--- src/rtl/sig_segment_search_if.sv ---
// Handshake bus between the sigmoid front end and the PWL segment locator.
// Operand in with valid/ready, segment result out with valid/ready.
interface sig_segment_search_if #(
    parameter int unsigned N        = 16,
    parameter int unsigned SEG_BITS = 3
);
    logic                in_valid;
    logic                in_ready;
    logic [N-1:0]        x;
    logic                out_valid;
    logic                out_ready;
    logic [SEG_BITS-1:0] seg;
    logic [N-1:0]        x_out;
    logic                sat_lo;
    logic                sat_hi;

    modport master (
        output in_valid, x, out_ready,
        input  in_ready, out_valid, seg, x_out, sat_lo, sat_hi
    );

    modport slave (
        input  in_valid, x, out_ready,
        output in_ready, out_valid, seg, x_out, sat_lo, sat_hi
    );
endinterface

--- src/rtl/sig_segment_search.sv ---
// Sequential PWL segment locator: binary search over an ascending breakpoint
// table, one signed compare per clock, SEG_BITS search cycles per operand.
module sig_segment_search #(
    parameter int unsigned Q        = 12,
    parameter int unsigned N        = 16,
    parameter int unsigned SEG_BITS = 3
) (
    input  logic                   clk,
    input  logic                   rst,
    sig_segment_search_if.slave    bus
);
    localparam int unsigned NUM_BP = (2 ** SEG_BITS) - 1;
    localparam int unsigned HALF   = NUM_BP / 2;
    localparam int unsigned STEP_W = (SEG_BITS > 1) ? $clog2(SEG_BITS) : 1;

    localparam logic [1:0] S_IDLE   = 2'd0;
    localparam logic [1:0] S_SEARCH = 2'd1;
    localparam logic [1:0] S_DONE   = 2'd2;

    // Breakpoints are integers centred on zero: bp[i] = (i - HALF) in Q format.
    function automatic logic signed [N-1:0] bp_at(input logic [SEG_BITS-1:0] i);
        int v;
        v = (int'(i) - int'(HALF)) * int'(2 ** Q);
        return N'(v);
    endfunction

    logic [1:0]          state_q,     state_d;
    logic signed [N-1:0] x_q,         x_d;
    logic [SEG_BITS-1:0] idx_q,       idx_d;
    logic [STEP_W-1:0]   step_q,      step_d;
    logic [SEG_BITS-1:0] seg_q,       seg_d;
    logic [N-1:0]        x_out_q,     x_out_d;
    logic                sat_lo_q,    sat_lo_d;
    logic                sat_hi_q,    sat_hi_d;
    logic                in_ready_q,  in_ready_d;
    logic                out_valid_q, out_valid_d;

    logic [SEG_BITS-1:0] cand;
    logic [SEG_BITS-1:0] idx_next;

    always_comb begin
        state_d  = state_q;
        x_d      = x_q;
        idx_d    = idx_q;
        step_d   = step_q;
        seg_d    = seg_q;
        x_out_d  = x_out_q;
        sat_lo_d = sat_lo_q;
        sat_hi_d = sat_hi_q;
        cand     = idx_q | (SEG_BITS'(1) << step_q);
        idx_next = idx_q;

        case (state_q)
            S_IDLE: begin
                if (bus.in_valid) begin
                    x_d     = bus.x;
                    idx_d   = '0;
                    step_d  = STEP_W'(SEG_BITS - 1);
                    state_d = S_SEARCH;
                end
            end
            S_SEARCH: begin
                // Keep the candidate bit only if x lies strictly above bp[cand-1].
                if (x_q > bp_at(SEG_BITS'(cand - 1'b1))) begin
                    idx_next = cand;
                end
                idx_d = idx_next;
                if (step_q == '0) begin
                    state_d  = S_DONE;
                    seg_d    = idx_next;
                    x_out_d  = x_q;
                    sat_lo_d = (idx_next == '0);
                    sat_hi_d = &idx_next;
                end else begin
                    step_d = step_q - 1'b1;
                end
            end
            S_DONE: begin
                if (bus.out_ready) begin
                    state_d = S_IDLE;
                end
            end
            default: state_d = S_IDLE;
        endcase

        in_ready_d  = (state_d == S_IDLE);
        out_valid_d = (state_d == S_DONE);
    end

    always_ff @(posedge clk) begin
        if (rst) begin
            state_q     <= S_IDLE;
            x_q         <= '0;
            idx_q       <= '0;
            step_q      <= '0;
            seg_q       <= '0;
            x_out_q     <= '0;
            sat_lo_q    <= 1'b0;
            sat_hi_q    <= 1'b0;
            in_ready_q  <= 1'b1;
            out_valid_q <= 1'b0;
        end else begin
            state_q     <= state_d;
            x_q         <= x_d;
            idx_q       <= idx_d;
            step_q      <= step_d;
            seg_q       <= seg_d;
            x_out_q     <= x_out_d;
            sat_lo_q    <= sat_lo_d;
            sat_hi_q    <= sat_hi_d;
            in_ready_q  <= in_ready_d;
            out_valid_q <= out_valid_d;
        end
    end

    assign bus.in_ready  = in_ready_q;
    assign bus.out_valid = out_valid_q;
    assign bus.seg       = seg_q;
    assign bus.x_out     = x_out_q;
    assign bus.sat_lo    = sat_lo_q;
    assign bus.sat_hi    = sat_hi_q;
endmodule

--- src/flat_wrapper.sv ---
// flat-port wrapper written by rule: the top's interface ports become plain ports
module sig_segment_search_flat 
#(
    parameter int unsigned Q        = 12,
    parameter int unsigned N        = 16,
    parameter int unsigned SEG_BITS = 3
)
  (clk, rst, bus_in_valid, bus_x, bus_out_ready, bus_in_ready, bus_out_valid, bus_seg, bus_x_out, bus_sat_lo, bus_sat_hi);
  sig_segment_search_if #(.N(N), .SEG_BITS(SEG_BITS)) bus_i ();
  input  logic clk;
  input  logic rst;
  input wire logic [$bits(bus_i.in_valid)-1:0] bus_in_valid;
  input wire logic [$bits(bus_i.x)-1:0] bus_x;
  input wire logic [$bits(bus_i.out_ready)-1:0] bus_out_ready;
  output wire logic [$bits(bus_i.in_ready)-1:0] bus_in_ready;
  output wire logic [$bits(bus_i.out_valid)-1:0] bus_out_valid;
  output wire logic [$bits(bus_i.seg)-1:0] bus_seg;
  output wire logic [$bits(bus_i.x_out)-1:0] bus_x_out;
  output wire logic [$bits(bus_i.sat_lo)-1:0] bus_sat_lo;
  output wire logic [$bits(bus_i.sat_hi)-1:0] bus_sat_hi;
  assign bus_i.in_valid = bus_in_valid;
  assign bus_i.x = bus_x;
  assign bus_i.out_ready = bus_out_ready;
  assign bus_in_ready = bus_i.in_ready;
  assign bus_out_valid = bus_i.out_valid;
  assign bus_seg = bus_i.seg;
  assign bus_x_out = bus_i.x_out;
  assign bus_sat_lo = bus_i.sat_lo;
  assign bus_sat_hi = bus_i.sat_hi;
  sig_segment_search #(.Q(Q), .N(N), .SEG_BITS(SEG_BITS)) u_core (.clk(clk), .rst(rst), .bus(bus_i));
endmodule
--- config.mk ---
export PLATFORM = sky130hd
export DESIGN_NAME = sig_segment_search_flat
export DESIGN_NICKNAME = d
export VERILOG_FILES = /design/src/rtl/sig_segment_search_if.sv /design/src/rtl/sig_segment_search.sv /design/src/flat_wrapper.sv
export SDC_FILE = /design/constraint.sdc
export NUM_CORES = 1
export LEC_CHECK = 0
export ABC_CLOCK_PERIOD_IN_PS = 3300
export BUFFER_PORTS_ARGS = -buffer_cell sky130_fd_sc_hd__buf_2
export CAP_MARGIN = 20
export CORE_ASPECT_RATIO = 0.8
export CORE_MARGIN = 4
export CORE_UTILIZATION = 55
export CTS_BUF_LIST = sky130_fd_sc_hd__clkbuf_8
export DETAILED_ROUTE_END_ITERATION = 12
export GPL_TIMING_DRIVEN = 0
export PLACE_DENSITY = 0.77
export SETUP_SLACK_MARGIN = 0.4
export SLEW_MARGIN = 20
export SYNTH_ARGS = -nofsm -noshare
export SYNTH_HDL_FRONTEND = slang
export SYNTH_SLANG_ARGS = --single-unit
--- constraint.sdc ---
create_clock -name clk -period 3.3 [get_ports clk]
set_input_delay 0.66 -clock clk [delete_from_list [all_inputs] [get_ports clk]]
set_output_delay 0.66 -clock clk [all_outputs]
set_load 0.02 [all_outputs]
==> results_dict.tcl, run 1 <==
set metrics [dict create \
    track_usage_pct 20.3 \
    io_pins 43 \
    vias 1732 \
    finalHoldViolCount 0 \
    grt_max_degree 15 \
    max_slew_margin_pct 66.4 \
    grt_first_pass_wirelength_um 6940 \
    initialDrtViolationCount 152 \
    critPathRequiredTime_ns 3.49 \
    cp-start-kind "register" \
    grt_overflow 0 \
    synth_edf_count 0 \
    area_growth_pct 18.9 \
    hold_path_class "register to register" \
    gp_congestion 0.787 \
    ys_seq_elements 46 \
    initial_core_util_pct 59.4 \
    ys.flop_type "dfxtp_1" \
    design.core.area_sq_um 3200 \
    syn-num-nets 265 \
    power_density_nw_per_um2 527 \
    avgSynthCellArea_sq_um 8.02 \
    ys_types 37 \
    cp_max_fo 6 \
    core.rowCount 18 \
    outcome "finished, final reports clean" \
    drc_errors 0 \
    cap_violations 0 \
    diodes 0 \
    dr.pass1.iters 4 \
    cts_made_buffers 5 \
    clkTransAtPathRegs_ns 0.09 \
    cts_sinks 46 \
    h-tree-depth 2 \
    cp_data_arrival_time_ns 2.81 \
    yosysWarnings 0 \
    worstSetupEndpointType "register" \
    synth.yosys.seq_area_share_pct 48.5 \
    wl_per_cell_um 12.7 \
    setup.worst_path.class "register to register" \
    num-nets-final 314 \
    routed_wl_um 4150 \
    period_needed_ns 2.62 \
    syn_area_sq_um 1900 \
    ctsHoldBuffers 0 \
    period_share_pct 79.4 \
    synth_cells 237 \
    power.static_leakage_nw 0.976 \
    ir_drop_uv 337 \
    cts_root_buf "clkbuf_8" \
    finClkSkew_ns 0.0106 \
    grt_setup_unrepaired "yes" \
    ant_nets 0 \
    io_buffers 42 \
    die_h_um 60.6 \
    synth_async_sr_flop_share_pct 0 \
    cts_tree "done" \
    drive_above_1_share_pct 20.2 \
    fp.dieW_um 73.7 \
    whs_ns 0.452 \
    dp_hpwl_um 3040 \
    clock_latency_ns 0.31 \
    avgViaCountPerCell 5.30 \
    finalSetupViolCount 0 \
    n_fill_cell 278 \
    tightest_slew_ns 0.504 \
    grt_pass1_vias 1555 \
    grt_antenna_before_repair 0 \
    tns_ns 0 \
    slew_viol_final 0 \
    fmax_ghz 0.382 \
    dieArea_sq_um 4470 \
    cts.path.max_buffers 2 \
]
[kinds of logic (layout without fill, tap and decap cells)]
group                      after synthesis  after routing  share of synthesized area, %
AOI/OAI and AO/OA                       54             54                          15.9
buffers and inverters                   20             70                          4.48
DFF                                     46             46                          48.5
adders and majority gates                8              8                          5.27
xor gates and xnor gates                 1              1                         0.461
and+or+nand+nor                        108            108                          25.5
[layer usage]
metal	global-route usage (%)	share of wire (%)	wire (um)
met4	7.75	1.5	63
met5	0	0	0
met1	28.7	52	2160
met3	4.47	4.4	181
met2	30.3	42	1740
[area by class of cell]
cell class | count | area, sq um | share of cell area [%]
inverter | 7 | 26.3 | 1.16
clock inverter | 2 | 12.5 | 0.554
tap | 40 | 50.0 | 2.21
multi-input combinational | 171 | 898 | 39.8
clock buffer | 6 | 82.6 | 3.65
timing repair buffer | 42 | 210 | 9.30
sequential | 46 | 921 | 40.8
buffer | 13 | 58.8 | 2.60
[power by group]
group | switching, mW | internal, mW
clock | 0.197 | 0.169
sequential | 0.0213 | 0.586
combinational | 0.135 | 0.0817
total | 0.354 | 0.836
[registers in the layout, summed over array words and instances, names as in the netlist]
register,flops
u_core.bus.sat_lo,1
u_core.bus.seg,3
u_core.step_q,2
u_core.bus.in_ready,1
u_core.x_q,16
u_core.idx_q,3
u_core.bus.sat_hi,1
u_core.bus.x_out,16
u_core.state_q,2
u_core.bus.out_valid,1
[worst paths after layout]
check	cells past startpoint	slack, ns	from	endpoint
max	12	0.68	u_core.step_q[0]	u_core.idx_q[1]
min	2	0.45	u_core.bus.x_out[12]	u_core.bus.x_out[12]
max reg2reg	12	0.68	u_core.step_q[0]	u_core.idx_q[1]
min reg2reg	2	0.45	u_core.bus.x_out[12]	u_core.bus.x_out[12]
[critical path, cell delays in order, from the launching register on]
cell and delay, ns:
dfxtp_1 0.37, inv_1 0.09, ha_1 0.26, or2_2 0.32
inv_1 0.06, ha_1 0.15, xor2_1 0.12, o21ai_0 0.10
ha_1 0.32, and4b_1 0.20, nand4_1 0.17, o21ai_2 0.20
o21ai_0 0.14
[cells in the mapped netlist (3+ instances only)]
master,number,share of area (%)
a211oi_1,3,1.2
a21oi_1,37,9.7
buf_2,4,1.1
clkbuf_1,7,1.4
dfxtp_1,46,48
ha_1,8,5.3
inv_1,7,1.4
nand2_1,67,13
nand3b_1,3,1.2
nor2_1,17,3.4
nor2b_1,4,1.3
o21ai_0,5,1.3
[through the flow]
step                setup WS, ns  cell area [sq um]  total power, mW  utilization, %  std cells
global route               0.395               2260             1.24            70.7        327
CTS                        0.523               2260             1.18            70.5        327
floorplan                  0.836               1900            0.767               -        237
finish                     0.680               2260             1.19            70.7        327
global placement           0.557               2160            0.830            67.6        319
detailed placement         0.533               2160            0.833            67.6        319
[cells in the final DEF (no fill, tap or decap), types with 2 or more instances in the layout]
master / instances
clkbuf_8: 6
ha_1: 8
nor4_1: 2
clkbuf_1: 7
buf_2: 46
nor2b_1: 4
nor3_1: 2
nor4b_1: 2
a211oi_1: 3
inv_1: 7
nand2_1: 67
a21oi_1: 37
nor2_1: 17
nand3b_1: 3
dfxtp_1: 46
o21ai_0: 4
nand2b_1: 2
[timing repair]
item,CTS,global route
setup endpoints to repair,0,7
setup buffers,0,0
resized for setup,0,2
(Power assumes the default switching activity.)
==> inputs of run 2 (changes only) <==
--- a/config.mk
+++ b/config.mk
@@ -5,7 +5,8 @@
 export SDC_FILE = /design/constraint.sdc
 export NUM_CORES = 1
 export LEC_CHECK = 0
-export ABC_CLOCK_PERIOD_IN_PS = 3300
+export ABC_AREA = 1
+export ABC_CLOCK_PERIOD_IN_PS = 2600
 export BUFFER_PORTS_ARGS = -buffer_cell sky130_fd_sc_hd__buf_2
 export CAP_MARGIN = 20
 export CORE_ASPECT_RATIO = 0.8
==> constraint.sdc (replaced) <==
create_clock -name clk -period 2.6 [get_ports clk]
set_input_delay 0.52 -clock clk [delete_from_list [all_inputs] [get_ports clk]]
set_output_delay 0.52 -clock clk [all_outputs]
set_load 0.02 [all_outputs]
==> results_dict.tcl, run 2 <==
set metrics [dict create \
    n_fill_cell 247 \
    ys_types 22 \
    drive_above_1_share_pct 28.6 \
    ir_drop_uv 566 \
    use_met1_pct 26.4 \
    synth.yosys.seq_area_share_pct 47.8 \
    critPathRequiredTime_ns 2.82 \
    yosysWarnings 0 \
    cp_data_arrival_time_ns 2.60 \
    period_needed_ns 2.38 \
    cts.path.max_buffers 2 \
    multi_input_area_sq_um 963 \
    initialDrtViolationCount 100 \
    worstSetupEndpointType "register" \
    synthTopCellsByArea "dfxtp_1 48%, nor2_1 16%, o21ai_0 9.1%, nand2_1 5.3%, ha_1 5.2%" \
    vias 1814 \
    cp-start-kind "register" \
    synth_async_sr_flop_share_pct 0 \
    finalSetupViolCount 0 \
    num-nets-final 342 \
    hold_path_class "input port to register" \
    avgSynthCellArea_sq_um 7.44 \
    design.core.area_sq_um 3220 \
    syn_area_sq_um 1930 \
    busiest_layer "met2" \
    whs_ns 0.427 \
    use_met2_pct 35.6 \
    finClkSkew_ns 0.00630 \
    worstRegToRegCells 15 \
    clkTransAtPathRegs_ns 0.09 \
    io_pins 43 \
    slew_viol_final 0 \
    synth_top_area_share_pct 47.8 \
    period_share_pct 91.5 \
    ys.flop_type "dfxtp_1" \
    cts_made_buffers 5 \
    most-common-layout-cells "76 x nor2_1, 46 x buf_2, 44 x dfxtp_1" \
    dp_hpwl_um 3130 \
    routed_wl_um 4660 \
    ys_seq_elements 46 \
    cap_violations 0 \
    fmax_ghz 0.420 \
    cts_sinks 46 \
    avgViaCountPerCell 5.11 \
    drc_errors 0 \
    hold_depth 3 \
    sequential_cell_area_sq_um 926 \
    cp_max_fo 6 \
    outcome "finished, final reports clean" \
    grt_first_pass_wirelength_um 7310 \
    setup.worst_path.class "register to register" \
    met3_usage_pct 4.97 \
    power_density_nw_per_um2 716 \
    core.rowCount 18 \
    grt_overflow 0 \
    grt_pass1_vias 1715 \
    diodes 0 \
    wl_per_cell_um 13.1 \
    die_h_um 60.9 \
    initial_core_util_pct 59.8 \
    fp.dieW_um 74.2 \
    grt_antenna_before_repair 0 \
    yosys-top-cells-count "81 x nor2_1, 46 x dfxtp_1, 35 x o21ai_0" \
    place_area_sq_um 2190 \
    syn-num-nets 287 \
    h-tree-depth 2 \
    synth_edf_count 0 \
    track_usage_pct 21.9 \
    yosysTopAreaCell "dfxtp_1" \
    power.static_leakage_nw 1.17 \
    grt_max_degree 15 \
    layout_commonest_cell "nor2_1" \
    ant_nets 0 \
    gp_congestion 0.778 \
    tightest_slew_ns 0.399 \
    stdcell_area_sq_um 2410 \
    ctsHoldBuffers 0 \
    cts_tree "done" \
    max_slew_margin_pct 73.4 \
    finalPower_mw 1.73 \
    area_growth_pct 25.2 \
    synth_cells 259 \
    dieArea_sq_um 4520 \
    tns_ns 0 \
    io_buffers 41 \
    rrSetupSlack_ns 0.22 \
    clock_latency_ns 0.31 \
    yosysMostFrequentCell "nor2_1" \
    grt_setup_unrepaired "yes" \
    dr.pass1.iters 4 \
    cts_root_buf "clkbuf_8" \
    finalHoldViolCount 0 \
]
==> run 2: cells by family (layout without fill, tap and decap cells) <==
family | after synthesis | in the layout | share of synthesized area (%)
compound gates | 50 | 50 | 13.5
fa+ha+maj | 8 | 8 | 5.20
simple gates | 123 | 123 | 26.5
xor+xnor | 1 | 1 | 0.455
flops | 46 | 46 | 47.8
buf+inv | 31 | 87 | 6.56
==> run 2: final timing paths <==
check                      endpoint         startpoint
setup / recovery    u_core.idx_q[0]   u_core.step_q[0]
hold / removal       u_core.x_q[15]          bus_x[15]
setup reg to reg    u_core.idx_q[0]   u_core.step_q[0]
hold reg to reg   u_core.bus.seg[2]  u_core.bus.seg[2]
==> run 2: final cells by class <==
type,instances,share of cell area [%]
Multi-Input combinational cell,182,39.9
Sequential cell,46,38.4
Timing Repair Buffer,48,10.7
Inverter,21,3.37
Clock buffer,5,2.85
Tap cell,40,2.07
Buffer,10,1.97
Clock inverter,3,0.726
==> run 2: power by group <==
part | switching, mW | internal, mW
Combinational | 0.301 | 0.183
Sequential | 0.0412 | 0.770
Clock | 0.246 | 0.186
==> run 2: layer usage <==
layer	wire [um]	vias up	share of wire, %
met1	2130	825	46
met5	0	-	0
met3	227	14	4.9
met4	148	0	3.2
li1	-	931	-
met2	2160	44	46
==> run 2: worst max-delay path: stages, from the launching register on <==
cell	delay, ns
dfxtp_4	0.39
inv_4	0.05
ha_4	0.16
nor2_4	0.12
buf_4	0.12
inv_1	0.08
o21ai_1	0.20
ha_1	0.30
nand3_1	0.13
nor2_2	0.06
nor2_4	0.14
nand2_4	0.09
nand2_1	0.08
nand2_2	0.07
buf_4	0.15
nor3_2	0.15
==> run 2: what timing repair did <==
| item | in CTS | in global routing |
|---|---|---|
| buffers inserted | 4 | 3 |
| pin swaps | 9 | 7 |
| endpoints found under the setup margin | 8 | 8 |
| resized for setup | 18 | 5 |
==> run 2: through the flow <==
step	std cells	setup slack (ns)	util [%]
after detailed placement	340	0.0393	68.0
final	355	0.221	74.9
after global routing	355	0.0756	74.9
after CTS	352	0.274	73.5
after global placement	340	0.120	68.0
after floorplan	259	0.403	-
